$ cat src/rtl/mul12u_share_arb.sv
// One pipelined 12x12 unsigned multiplier shared by NREQ requesters, with results tagged by requester ID.
// The MUL12_ARB_RR_EN macro selects round-robin arbitration; when it is not defined, the lowest index wins.
module mul12u_share_arb #(
    parameter int NREQ    = 4,
    parameter int LATENCY = 2,
    parameter int IDW     = $clog2(NREQ),
    parameter int CNTW    = 16
) (
    input  logic              clk,
    input  logic              rst,
    input  logic [NREQ-1:0]   req_valid,
    output logic [NREQ-1:0]   req_ready,
    input  logic [NREQ*12-1:0] req_a,
    input  logic [NREQ*12-1:0] req_b,
    output logic              resp_valid,
    output logic [IDW-1:0]    resp_id,
    output logic [23:0]       resp_z,
    output logic              busy,
    output logic [CNTW-1:0]   ops_cnt
);

    // Handshake: requester i transfers on a rising edge where req_valid[i] && req_ready[i].
    // req_ready is a combinational one-hot grant that never asserts without the matching valid.
    // There is no response backpressure, so some request is granted on every cycle that has a valid request.

    logic [NREQ-1:0] grant;
    logic [IDW-1:0]  win_id;
    logic [IDW-1:0]  idx;
    logic [IDW:0]    sum;
    logic            accept;
    logic [11:0]     sel_a;
    logic [11:0]     sel_b;

`ifdef MUL12_ARB_RR_EN
    logic [IDW-1:0]  ptr;
`endif

    // The search visits requesters from lowest to highest priority, so the last valid requester it finds wins.
    always_comb begin
        grant  = '0;
        win_id = '0;
        idx    = '0;
        sum    = '0;
        for (int k = NREQ - 1; k >= 0; k--) begin
`ifdef MUL12_ARB_RR_EN
            sum = {1'b0, ptr} + (IDW+1)'(k);
            if (sum >= (IDW+1)'(NREQ))
                sum = sum - (IDW+1)'(NREQ);
            idx = sum[IDW-1:0];
`else
            idx = IDW'(k);
`endif
            if (req_valid[idx]) begin
                grant      = '0;
                grant[idx] = 1'b1;
                win_id     = idx;
            end
        end
    end

    assign req_ready = grant;
    assign accept    = |grant;

    always_comb begin
        sel_a = '0;
        sel_b = '0;
        for (int k = 0; k < NREQ; k++) begin
            if (grant[k]) begin
                sel_a = req_a[12*k +: 12];
                sel_b = req_b[12*k +: 12];
            end
        end
    end

`ifdef MUL12_ARB_RR_EN
    always_ff @(posedge clk or posedge rst) begin
        if (rst)
            ptr <= '0;
        else if (accept)
            ptr <= (win_id == IDW'(NREQ - 1)) ? '0 : win_id + IDW'(1);
    end
`endif

    // Valid bits shift every cycle. Data registers load only behind a valid bit, so they hold their values between operations.
    logic [LATENCY:1]          v_q;
    logic [LATENCY:1][IDW-1:0] id_q;
    logic [11:0]               a_q;
    logic [11:0]               b_q;
    logic [23:0]               prod;

    always_ff @(posedge clk or posedge rst) begin
        if (rst) begin
            v_q     <= '0;
            id_q    <= '0;
            a_q     <= '0;
            b_q     <= '0;
            ops_cnt <= '0;
        end else begin
            v_q[1] <= accept;
            if (accept) begin
                a_q     <= sel_a;
                b_q     <= sel_b;
                id_q[1] <= win_id;
                ops_cnt <= ops_cnt + CNTW'(1);
            end
            for (int k = 2; k <= LATENCY; k++) begin
                v_q[k] <= v_q[k-1];
                if (v_q[k-1])
                    id_q[k] <= id_q[k-1];
            end
        end
    end

    assign prod = {12'd0, a_q} * {12'd0, b_q};

    generate
        if (LATENCY == 1) begin : g_lat1
            assign resp_z = prod;
        end else begin : g_latn
            // zp[0] holds the product in stage 2; zp[LATENCY-2] is the output stage.
            logic [LATENCY-2:0][23:0] zp;
            always_ff @(posedge clk or posedge rst) begin
                if (rst) begin
                    zp <= '0;
                end else begin
                    if (v_q[1])
                        zp[0] <= prod;
                    for (int k = 1; k <= LATENCY - 2; k++) begin
                        if (v_q[k+1])
                            zp[k] <= zp[k-1];
                    end
                end
            end
            assign resp_z = zp[LATENCY-2];
        end
    endgenerate

    assign resp_valid = v_q[LATENCY];
    assign resp_id    = id_q[LATENCY];
    assign busy       = |v_q;

endmodule

$ cat config.mk
export PLATFORM = sky130hd
export DESIGN_NAME = mul12u_share_arb
export DESIGN_NICKNAME = d
export VERILOG_FILES = /design/src/rtl/mul12u_share_arb.sv
export SDC_FILE = /design/constraint.sdc
export NUM_CORES = 1
export LEC_CHECK = 0
export CORE_UTILIZATION = 45
export DETAILED_ROUTE_END_ITERATION = 12
export GPL_TIMING_DRIVEN = 0
export PLACE_DENSITY = 0.81
export SLEW_MARGIN = 40
export SYNTH_ARGS = -nofsm -noshare
export SYNTH_HDL_FRONTEND = slang
export SYNTH_SLANG_ARGS = --single-unit
$ cat constraint.sdc
create_clock -name clk -period 9.7 [get_ports clk]
set_input_delay 2.425 -clock clk [delete_from_list [all_inputs] [get_ports clk]]
set_output_delay 2.425 -clock clk [all_outputs]
set_load 0.01 [all_outputs]
==> results of run 1 <==
[power by group through the flow]
| stage | registers, uW | logic, uW | clock network (uW) |
|---|---|---|---|
| after floorplan | 466 | 1420 | 0 |
| after global placement | 450 | 1920 | 0 |
| after detailed placement | 451 | 1970 | 0 |
| final | 447 | 1970 | 337 |
| after CTS | 446 | 1990 | 343 |
| after global routing | 458 | 2230 | 354 |
[placed cells by master (no fill, tap or decap), types with 13 or more instances in the layout]
cell             count
a21oi_1             13
a221o_1             24
a22oi_1             25
and2_1              59
clkbuf_1            43
clkdlybuf4s50_1    148
dfrtp_1             70
fa_1               100
ha_1                63
inv_1              141
mux2_2              15
nand2_1            136
nor2_1              17
o21ai_0             33
xnor2_1             21
[per-layer routing]
layer | global-route usage (%) | wire length [um] | vias to the layer above
li1 | - | - | 3098
met1 | 27.63 | 7988 | 3251
met2 | 40.07 | 10000 | 243
met3 | 6.381 | 1259 | 51
met4 | 9.176 | 631 | 0
met5 | 0 | 0 | -
[path summary, 6_finish.rpt]
path	startpoint	end	depth (start not counted)
max	req_valid[2]	req_ready[3]	4
min	ops_cnt[15]$_DFFE_PP0P_	ops_cnt[15]$_DFFE_PP0P_	1
max reg2reg	b_q[4]$_DFFE_PP0P_	resp_z[22]$_DFFE_PP0P_	17
min reg2reg	ops_cnt[15]$_DFFE_PP0P_	ops_cnt[15]$_DFFE_PP0P_	1
max in group asynchronous	rst	a_q[5]$_DFFE_PP0P_	3
min in group asynchronous	rst	resp_z[16]$_DFFE_PP0P_	2
[registers in the layout (all words and copies together), names as in the netlist]
name,cells
ops_cnt,16
resp_z,24
id_q,2
resp_id,2
b_q,12
a_q,12
v_q,2
[worst reg2reg max path, delay by kind of cell, from the launching register on]
kind	cells	cell delay, ns
flip-flops	1	0.49
AO/OA/AOI/OAI	5	1.32
AND/OR/NAND/NOR	2	0.33
adder cells (fa/ha/maj)	6	2.94
buffers and inverters	4	0.58
[final cells by class]
| type | count | share of cell area (%) |
|---|---|---|
| clock buffer | 10 | 2.392 |
| buffer | 49 | 1.966 |
| clock inverter | 6 | 0.5259 |
| tap | 225 | 2.817 |
| multi-input combinational | 596 | 54.32 |
| sequential | 70 | 17.53 |
| timing repair buffer | 149 | 15.03 |
| inverter | 143 | 5.422 |
[synthesized netlist by cell type, drive strengths merged (2+ instances only)]
cell type,instances,area (um^2)
mux2i,2,20.02
inv,143,536.8
o31ai,5,42.54
o211ai,2,15.01
o311ai,2,17.52
nand3,7,35.03
a31oi,2,12.51
buf,6,35.03
nand2,136,510.5
a21oi,13,65.06
and4,2,17.52
xor2,6,52.55
o21ai,34,173.9
a21o,9,67.56
nor2,17,63.81
and3,6,37.54
xnor2,21,183.9
a221o,24,240.2
a21boi,2,15.01
fa,100,2002
ha,63,788.3
a31o,3,26.28
nor2b,6,37.54
a211oi,3,27.52
nand3b,2,15.01
nor3,5,25.02
a22oi,25,187.7
nand4,7,43.79
and2,59,369.1
clkbuf,43,161.4
mux2,15,168.9
nor3b,2,15.01
or2,2,12.51
dfrtp,70,1752
[kinds of logic (layout without fill, tap and decap cells)]
kind of cell	after synthesis	after routing	synth area share [%]
compound gates	131	131	12.07
xor+xnor	27	27	2.989
fa+ha+maj	163	163	35.26
mux	17	17	2.388
buf+inv	192	357	9.266
simple gates	258	258	15.89
flops	70	70	22.14
[through the flow]
stage | std cells | setup WS [ns] | hold slack (ns) | total power [uW]
6_report | 1248 | 2.642 | 0.4798 | 2759
5_1_grt | 1248 | 2.472 | 0.4997 | 3046
4_1_cts | 1248 | 2.640 | 0.4802 | 2777
3_5_place_dp | 1232 | 2.657 | 0.4712 | 2424
3_3_place_gp | 1231 | 2.667 | 0.4640 | 2369
2_1_floorplan | 858 | 3.790 | 0.4263 | 1888
==> tab_implementation.tex, run 1 <==
\begin{tabular}{lr}
\hline
Metric & Value \\
\hline
\multicolumn{2}{l}{\textbf{Clock network}} \\
Number of gates resized after cts & 0 \\
Cts bufs inserted & 9 \\
Maximum number of buffers from clock root to sink & 2 \\
Later-pin clock latency in the skew report & 0.36 ns \\
Clock tree from TritonCTS & built \\
Clock Sinks & 70 \\
Root buffer cell & clkbuf\_16 \\
Number of H-tree levels & 3 \\
Count of hold buffers inserted by post-cts repair & 0 \\
Count of buffers added by post-CTS timing repair for setup & 0 \\
Reg clk slew, reported paths & 0.06 ns \\
\multicolumn{2}{l}{\textbf{Detailed routing}} \\
Final routed DRC violation total & 0 \\
1st-pass router iterations & 4 \\
Drt initial violations & 298 \\
Total detailed-routing wirelength & 19880 um \\
DR vias & 6643 \\
Mean routed wirelength per cell & 15.93 um \\
Number of vias per cell after detailed routing & 5.323 \\
Antenna Violating Nets Remaining & 0 \\
\multicolumn{2}{l}{\textbf{Final layout}} \\
Area added between synthesis and finish & 26.28\% \\
Sequential cell area & 1752 um\^{}2 \\
Fill count & 1529 \\
Core utilization of the finished layout & 57.97\% \\
Area of the multi-input gates & 5428 um\^{}2 \\
Share of post-route cells with drive strength above 1 & 4.790\% \\
Final design area excluding fillers & 9992 um\^{}2 \\
Ant diodes & 0 \\
Final net count & 1283 \\
\multicolumn{2}{l}{\textbf{Global route}} \\
Number of global-route vias before repair & 6765 \\
First-pass GRT wire length & 32520 um \\
Antenna violations before repair & 0 \\
Global route overflow & 0 \\
Maximum number of pins on one net before global-route repair & 45 \\
Global router's overall resource usage & 23.28\% \\
\multicolumn{2}{l}{\textbf{Logic synthesis}} \\
Net count after synthesis & 1123 \\
Area of the mapped netlist & 7913 um\^{}2 \\
Register area share after synthesis & 22.14\% \\
Synth async-reset ratio & 100.0\% \\
Syn Inst Count & 858 \\
Mean instance size in the synthesized netlist & 9.222 um\^{}2 \\
Number of enable flip-flop cells after synthesis & 0 \\
Seq cells post-synth & 70 \\
Syn. warnings & 0 \\
Post-synth top flop & dfrtp\_1 \\
Distinct cell type count after synthesis & 54 \\
\multicolumn{2}{l}{\textbf{Power}} \\
Combinational share of power & 71.6\% \\
Part of the power in registers & 16.2\% \\
Static leakage & 0.004771 uW \\
Power Density & 276.1 nW/um\^{}2 \\
Sw Ratio & 45.65\% \\
P\_sw & 1259 uW \\
Total internal power & 1499 uW \\
Proportion of power drawn by the clock network & 12.2\% \\
Worst VDD drop & 0.2117 mV \\
\multicolumn{2}{l}{\textbf{Worst setup path}} \\
Crit path launch type & input pin \\
Slack of the worst reg-to-reg path & 3.95 ns \\
Critical Path RT & 7.28 ns \\
Most common cell on crit path & clkdlybuf4s50\_1 \\
Max stage delay cell, worst path & clkdlybuf4s50\_1 \\
Max stage delay on crit path & 0.66 ns \\
Type of element capturing the critical path & primary output \\
Top cell family by delay on the critical path & buffers and inverters \\
Sequence of cells on the critical path & clkdlybuf4s50\_1, nor4b\_2, clkbuf\_1, clkdlybuf4s50\_1 \\
Arrival time of the worst setup path & 4.63 ns \\
Critical setup path kind & input pin to primary output \\
Crit Path Max Fanout & 10 \\
Crit path buf inv count & 3 \\
\multicolumn{2}{l}{\textbf{Floorplan}} \\
Site row count & 48 \\
Initial core utilization & 45.91\% \\
Top Ports & 150 \\
Die width & 134.6 um \\
Die outline area & 18120 um\^{}2 \\
Placeable core region & 17240 um\^{}2 \\
Vert. Die Dim & 134.6 um \\
\multicolumn{2}{l}{\textbf{Timing}} \\
Final clock period utilization by the worst path & 72.76\% \\
Pin slew with the least headroom to its limit & 0.7415 ns \\
Final count of negative-setup-slack endpoints & 0 \\
Max-slew violation total from the final report & 0 \\
Skew final & 0.01488 ns \\
Slew headroom & 50.57\% \\
RSZ-0062 raised after global routing & false \\
Final sum of negative setup slack & 0 ns \\
Min Clock Period, post-route & 7.058 ns \\
Number of hold-slack violations in the final timing report & 0 \\
Fmax & 0.1417 GHz \\
\multicolumn{2}{l}{\textbf{Placed design}} \\
Input/output buffers & 148 \\
Gpl congestion & 0.9027 \\
Detailed-placement wirelength estimate & 16190 um \\
Placed inst area & 9701 um\^{}2 \\
\multicolumn{2}{l}{\textbf{Outcome}} \\
Outcome & completed \\
\multicolumn{2}{l}{\textbf{Run}} \\
Max-cap violations & 0 \\
\multicolumn{2}{l}{\textbf{Min path}} \\
Type of the tightest min-delay check & flop to flop \\
\hline
\end{tabular}
(Power assumes the default switching activity.)
==> run 2: changes to the inputs <==
--- a/config.mk
+++ b/config.mk
@@ -8,7 +8,7 @@
 export CORE_UTILIZATION = 45
 export DETAILED_ROUTE_END_ITERATION = 12
 export GPL_TIMING_DRIVEN = 0
-export PLACE_DENSITY = 0.81
+export PLACE_DENSITY = 0.83
 export SLEW_MARGIN = 40
 export SYNTH_ARGS = -nofsm -noshare
 export SYNTH_HDL_FRONTEND = slang
==> constraint.sdc (replaced) <==
create_clock -name clk -period 5.99 [get_ports clk]
set_input_delay 1.4975 -clock clk [delete_from_list [all_inputs] [get_ports clk]]
set_output_delay 1.4975 -clock clk [all_outputs]
set_load 0.01 [all_outputs]
==> tab_implementation.tex, run 2 (synthesis results as in run 1) <==
\begin{tabular}{lr}
\hline
Metric & Value \\
\hline
\multicolumn{2}{l}{\textbf{Outcome}} \\
Outcome & completed (unchanged) \\
\multicolumn{2}{l}{\textbf{Floorplan}} \\
Top Ports & 150 (unchanged) \\
Die outline area & 18120 um\^{}2 (unchanged) \\
Initial core utilization & 45.91\% (unchanged) \\
Die width & 134.6 um (unchanged) \\
Vert. Die Dim & 134.6 um (unchanged) \\
Site row count & 48 (unchanged) \\
Placeable core region & 17240 um\^{}2 (unchanged) \\
\multicolumn{2}{l}{\textbf{Final layout}} \\
Share of post-route cells with drive strength above 1 & 4.692\% (was 4.790\%) \\
Final design area excluding fillers & 10030 um\^{}2 (was 9992 um\^{}2) \\
Final net count & 1283 (unchanged) \\
Most common cell after layout, fill and taps aside & clkdlybuf4s50\_1 (unchanged) \\
Highest-count cells in the layout ignoring fill and taps & clkdlybuf4s50\_1 (148), inv\_1 (141), nand2\_1 (136), fa\_1 (100), dfrtp\_1 (70) (unchanged) \\
Area added between synthesis and finish & 26.77\% (was 26.28\%) \\
Area of the multi-input gates & 5428 um\^{}2 (unchanged) \\
Fill count & 1430 (was 1529) \\
Ant diodes & 0 (unchanged) \\
Max FFs per register & 24 (unchanged) \\
Sequential cell area & 1752 um\^{}2 (unchanged) \\
\multicolumn{2}{l}{\textbf{Worst setup path}} \\
Critical setup path kind & flop to flop (was input pin to primary output) \\
Type of element capturing the critical path & flop (was primary output) \\
Crit Path Max Fanout & 10 (unchanged) \\
Max stage delay on crit path & 0.52 ns (was 0.66 ns) \\
Max stage delay cell, worst path & fa\_1 (was clkdlybuf4s50\_1) \\
Top cell family by delay on the critical path & adder cells (was buffers and inverters) \\
Critical Path RT & 6.23 ns (was 7.28 ns) \\
Arrival time of the worst setup path & 5.89 ns (was 4.63 ns) \\
Sequence of cells on the critical path & clkbuf\_1, nand2\_1, fa\_1, fa\_1, inv\_1, fa\_1, fa\_1, inv\_1, fa\_1, inv\_1, ha\_1, nand4\_1, a211oi\_1, o41a\_1, o211ai\_1, a31o\_2, a31o\_2 (was clkdlybuf4s50\_1, nor4b\_2, clkbuf\_1, clkdlybuf4s50\_1) \\
Most common cell on crit path & fa\_1 (was clkdlybuf4s50\_1) \\
Crit path buf inv count & 4 (was 3) \\
Crit path launch type & flop (was input pin) \\
\multicolumn{2}{l}{\textbf{Timing}} \\
Final WS setup & 0.3382 ns (was 2.642 ns) \\
Final sum of negative setup slack & 0 ns (unchanged) \\
Min Clock Period, post-route & 5.652 ns \\
Final count of negative-setup-slack endpoints & 0 (unchanged) \\
Pin slew with the least headroom to its limit & 0.7165 ns (was 0.7415 ns) \\
Skew final & 0.006632 ns (was 0.01488 ns) \\
RSZ-0062 raised after global routing & false (unchanged) \\
Slew headroom & 52.23\% (was 50.57\%) \\
Max-slew violation total from the final report & 0 (unchanged) \\
Fmax & 0.1769 GHz \\
Number of hold-slack violations in the final timing report & 0 (unchanged) \\
Final clock period utilization by the worst path & 94.35\% \\
\multicolumn{2}{l}{\textbf{Clock network}} \\
Clock tree from TritonCTS & built (unchanged) \\
Later-pin clock latency in the skew report & 0.35 ns (was 0.36 ns) \\
Root buffer cell & clkbuf\_16 (unchanged) \\
Maximum number of buffers from clock root to sink & 2 (unchanged) \\
Cts bufs inserted & 9 (unchanged) \\
Count of hold buffers inserted by post-cts repair & 0 (unchanged) \\
Number of gates resized after cts & 0 (unchanged) \\
Clock Sinks & 70 (unchanged) \\
Count of buffers added by post-CTS timing repair for setup & 0 (unchanged) \\
Number of H-tree levels & 3 (unchanged) \\
Reg clk slew, reported paths & 0.06 ns (about the same) \\
\multicolumn{2}{l}{\textbf{Power}} \\
Power Density & 449.2 nW/um\^{}2 (was 276.1 nW/um\^{}2) \\
Overall power after layout & 4506 uW (was 2759 uW) \\
Worst VDD drop & 0.3632 mV (was 0.2117 mV) \\
Static leakage & 0.004790 uW (was 0.004771 uW) \\
\multicolumn{2}{l}{\textbf{Placed design}} \\
Gpl congestion & 0.8956 (was 0.9027) \\
Detailed-placement wirelength estimate & 15990 um (was 16190 um) \\
Input/output buffers & 148 (unchanged) \\
Placed inst area & 9708 um\^{}2 (was 9701 um\^{}2) \\
Worst slack, placed & 0.4085 ns (was 2.657 ns) \\
\multicolumn{2}{l}{\textbf{Global route}} \\
Global router's overall resource usage & 22.98\% (was 23.28\%) \\
First-pass GRT wire length & 32330 um (was 32520 um) \\
Global route overflow & 0 (unchanged) \\
Number of global-route vias before repair & 6762 (was 6765) \\
Maximum number of pins on one net before global-route repair & 49 (was 45) \\
Antenna violations before repair & 0 (unchanged) \\
\multicolumn{2}{l}{\textbf{Detailed routing}} \\
Antenna Violating Nets Remaining & 0 (unchanged) \\
Drt initial violations & 368 (was 298) \\
DR vias & 6633 (was 6643) \\
Final routed DRC violation total & 0 (unchanged) \\
Total detailed-routing wirelength & 19530 um (was 19880 um) \\
Mean routed wirelength per cell & 15.65 um (was 15.93 um) \\
Number of vias per cell after detailed routing & 5.315 (was 5.323) \\
1st-pass router iterations & 5 (was 4) \\
\multicolumn{2}{l}{\textbf{Run}} \\
Max-cap violations & 0 (unchanged) \\
\multicolumn{2}{l}{\textbf{Min path}} \\
Type of the tightest min-delay check & flop to flop (unchanged) \\
\hline
\end{tabular}
-- run 2: cell count changes in the layout (fill, tap and decap cells not counted), sizes merged --
cell | previous run | this run
clkinvlp | 2 | 1
inv | 147 | 145
bufinv | 0 | 2
clkinv | 0 | 1
-- run 2: cell type report --
cell class              instances  area share [%]
plain buffers                  49           1.958
clock buffers                  10           2.283
clock inverters                 6          0.9355
inverters                     143           5.401
multi-input cells             596           54.11
flip-flops and latches         70           17.46
well taps                     225           2.807
repair buffers                149           15.04
-- run 2: final timing paths --
| check | start | endpoint | depth (start not counted) | slack, ns |
|---|---|---|---|---|
| hold reg to reg | ops_cnt[15]$_DFFE_PP0P_ | ops_cnt[15]$_DFFE_PP0P_ | 1 | 0.49 |
| min in group asynchronous | rst | v_q[2]$_DFF_PP0_ | 2 | 1.48 |
| hold / removal | ops_cnt[15]$_DFFE_PP0P_ | ops_cnt[15]$_DFFE_PP0P_ | 1 | 0.49 |
| setup / recovery | b_q[4]$_DFFE_PP0P_ | resp_z[22]$_DFFE_PP0P_ | 17 | 0.34 |
| setup reg to reg | b_q[4]$_DFFE_PP0P_ | resp_z[22]$_DFFE_PP0P_ | 17 | 0.34 |
| max in group asynchronous | rst | a_q[0]$_DFFE_PP0P_ | 3 | 4.02 |
-- run 2: worst reg2reg max path: stages, from the launching register on --
cell and delay (ns):
dfrtp_1 0.46, clkbuf_1 0.40, nand2_1 0.15, fa_1 0.52
fa_1 0.51, inv_1 0.06, fa_1 0.52, fa_1 0.50
inv_1 0.05, fa_1 0.47, inv_1 0.04, ha_1 0.38
nand4_1 0.16, a211oi_1 0.33, o41a_1 0.33, o211ai_1 0.15
a31o_2 0.27, a31o_2 0.24
-- run 2: per-layer routing --
layer	up-vias	track usage, %	share of wire [%]
met1	3243	27.89	40
li1	3095	-	-
met4	0	9.114	2.8
met2	254	39.64	51
met3	41	5.143	6.8
met5	-	0	0
-- run 2: through the flow --
step | std cells | utilization (%) | hold WS [ns]
2_1_floorplan | 858 | - | 0.4263
3_3_place_gp | 1231 | 56.13 | 0.4644
3_5_place_dp | 1232 | 56.32 | 0.4717
4_1_cts | 1248 | 58.20 | 0.4891
5_1_grt | 1248 | 58.20 | 0.5181
6_report | 1248 | 58.20 | 0.4883
-- run 2: power breakdown --
part	leakage, uW	internal (uW)	switching [uW]
registers	0.000853	625	97.1
clock network	0.000154	368	215
logic	0.00378	1510	1690
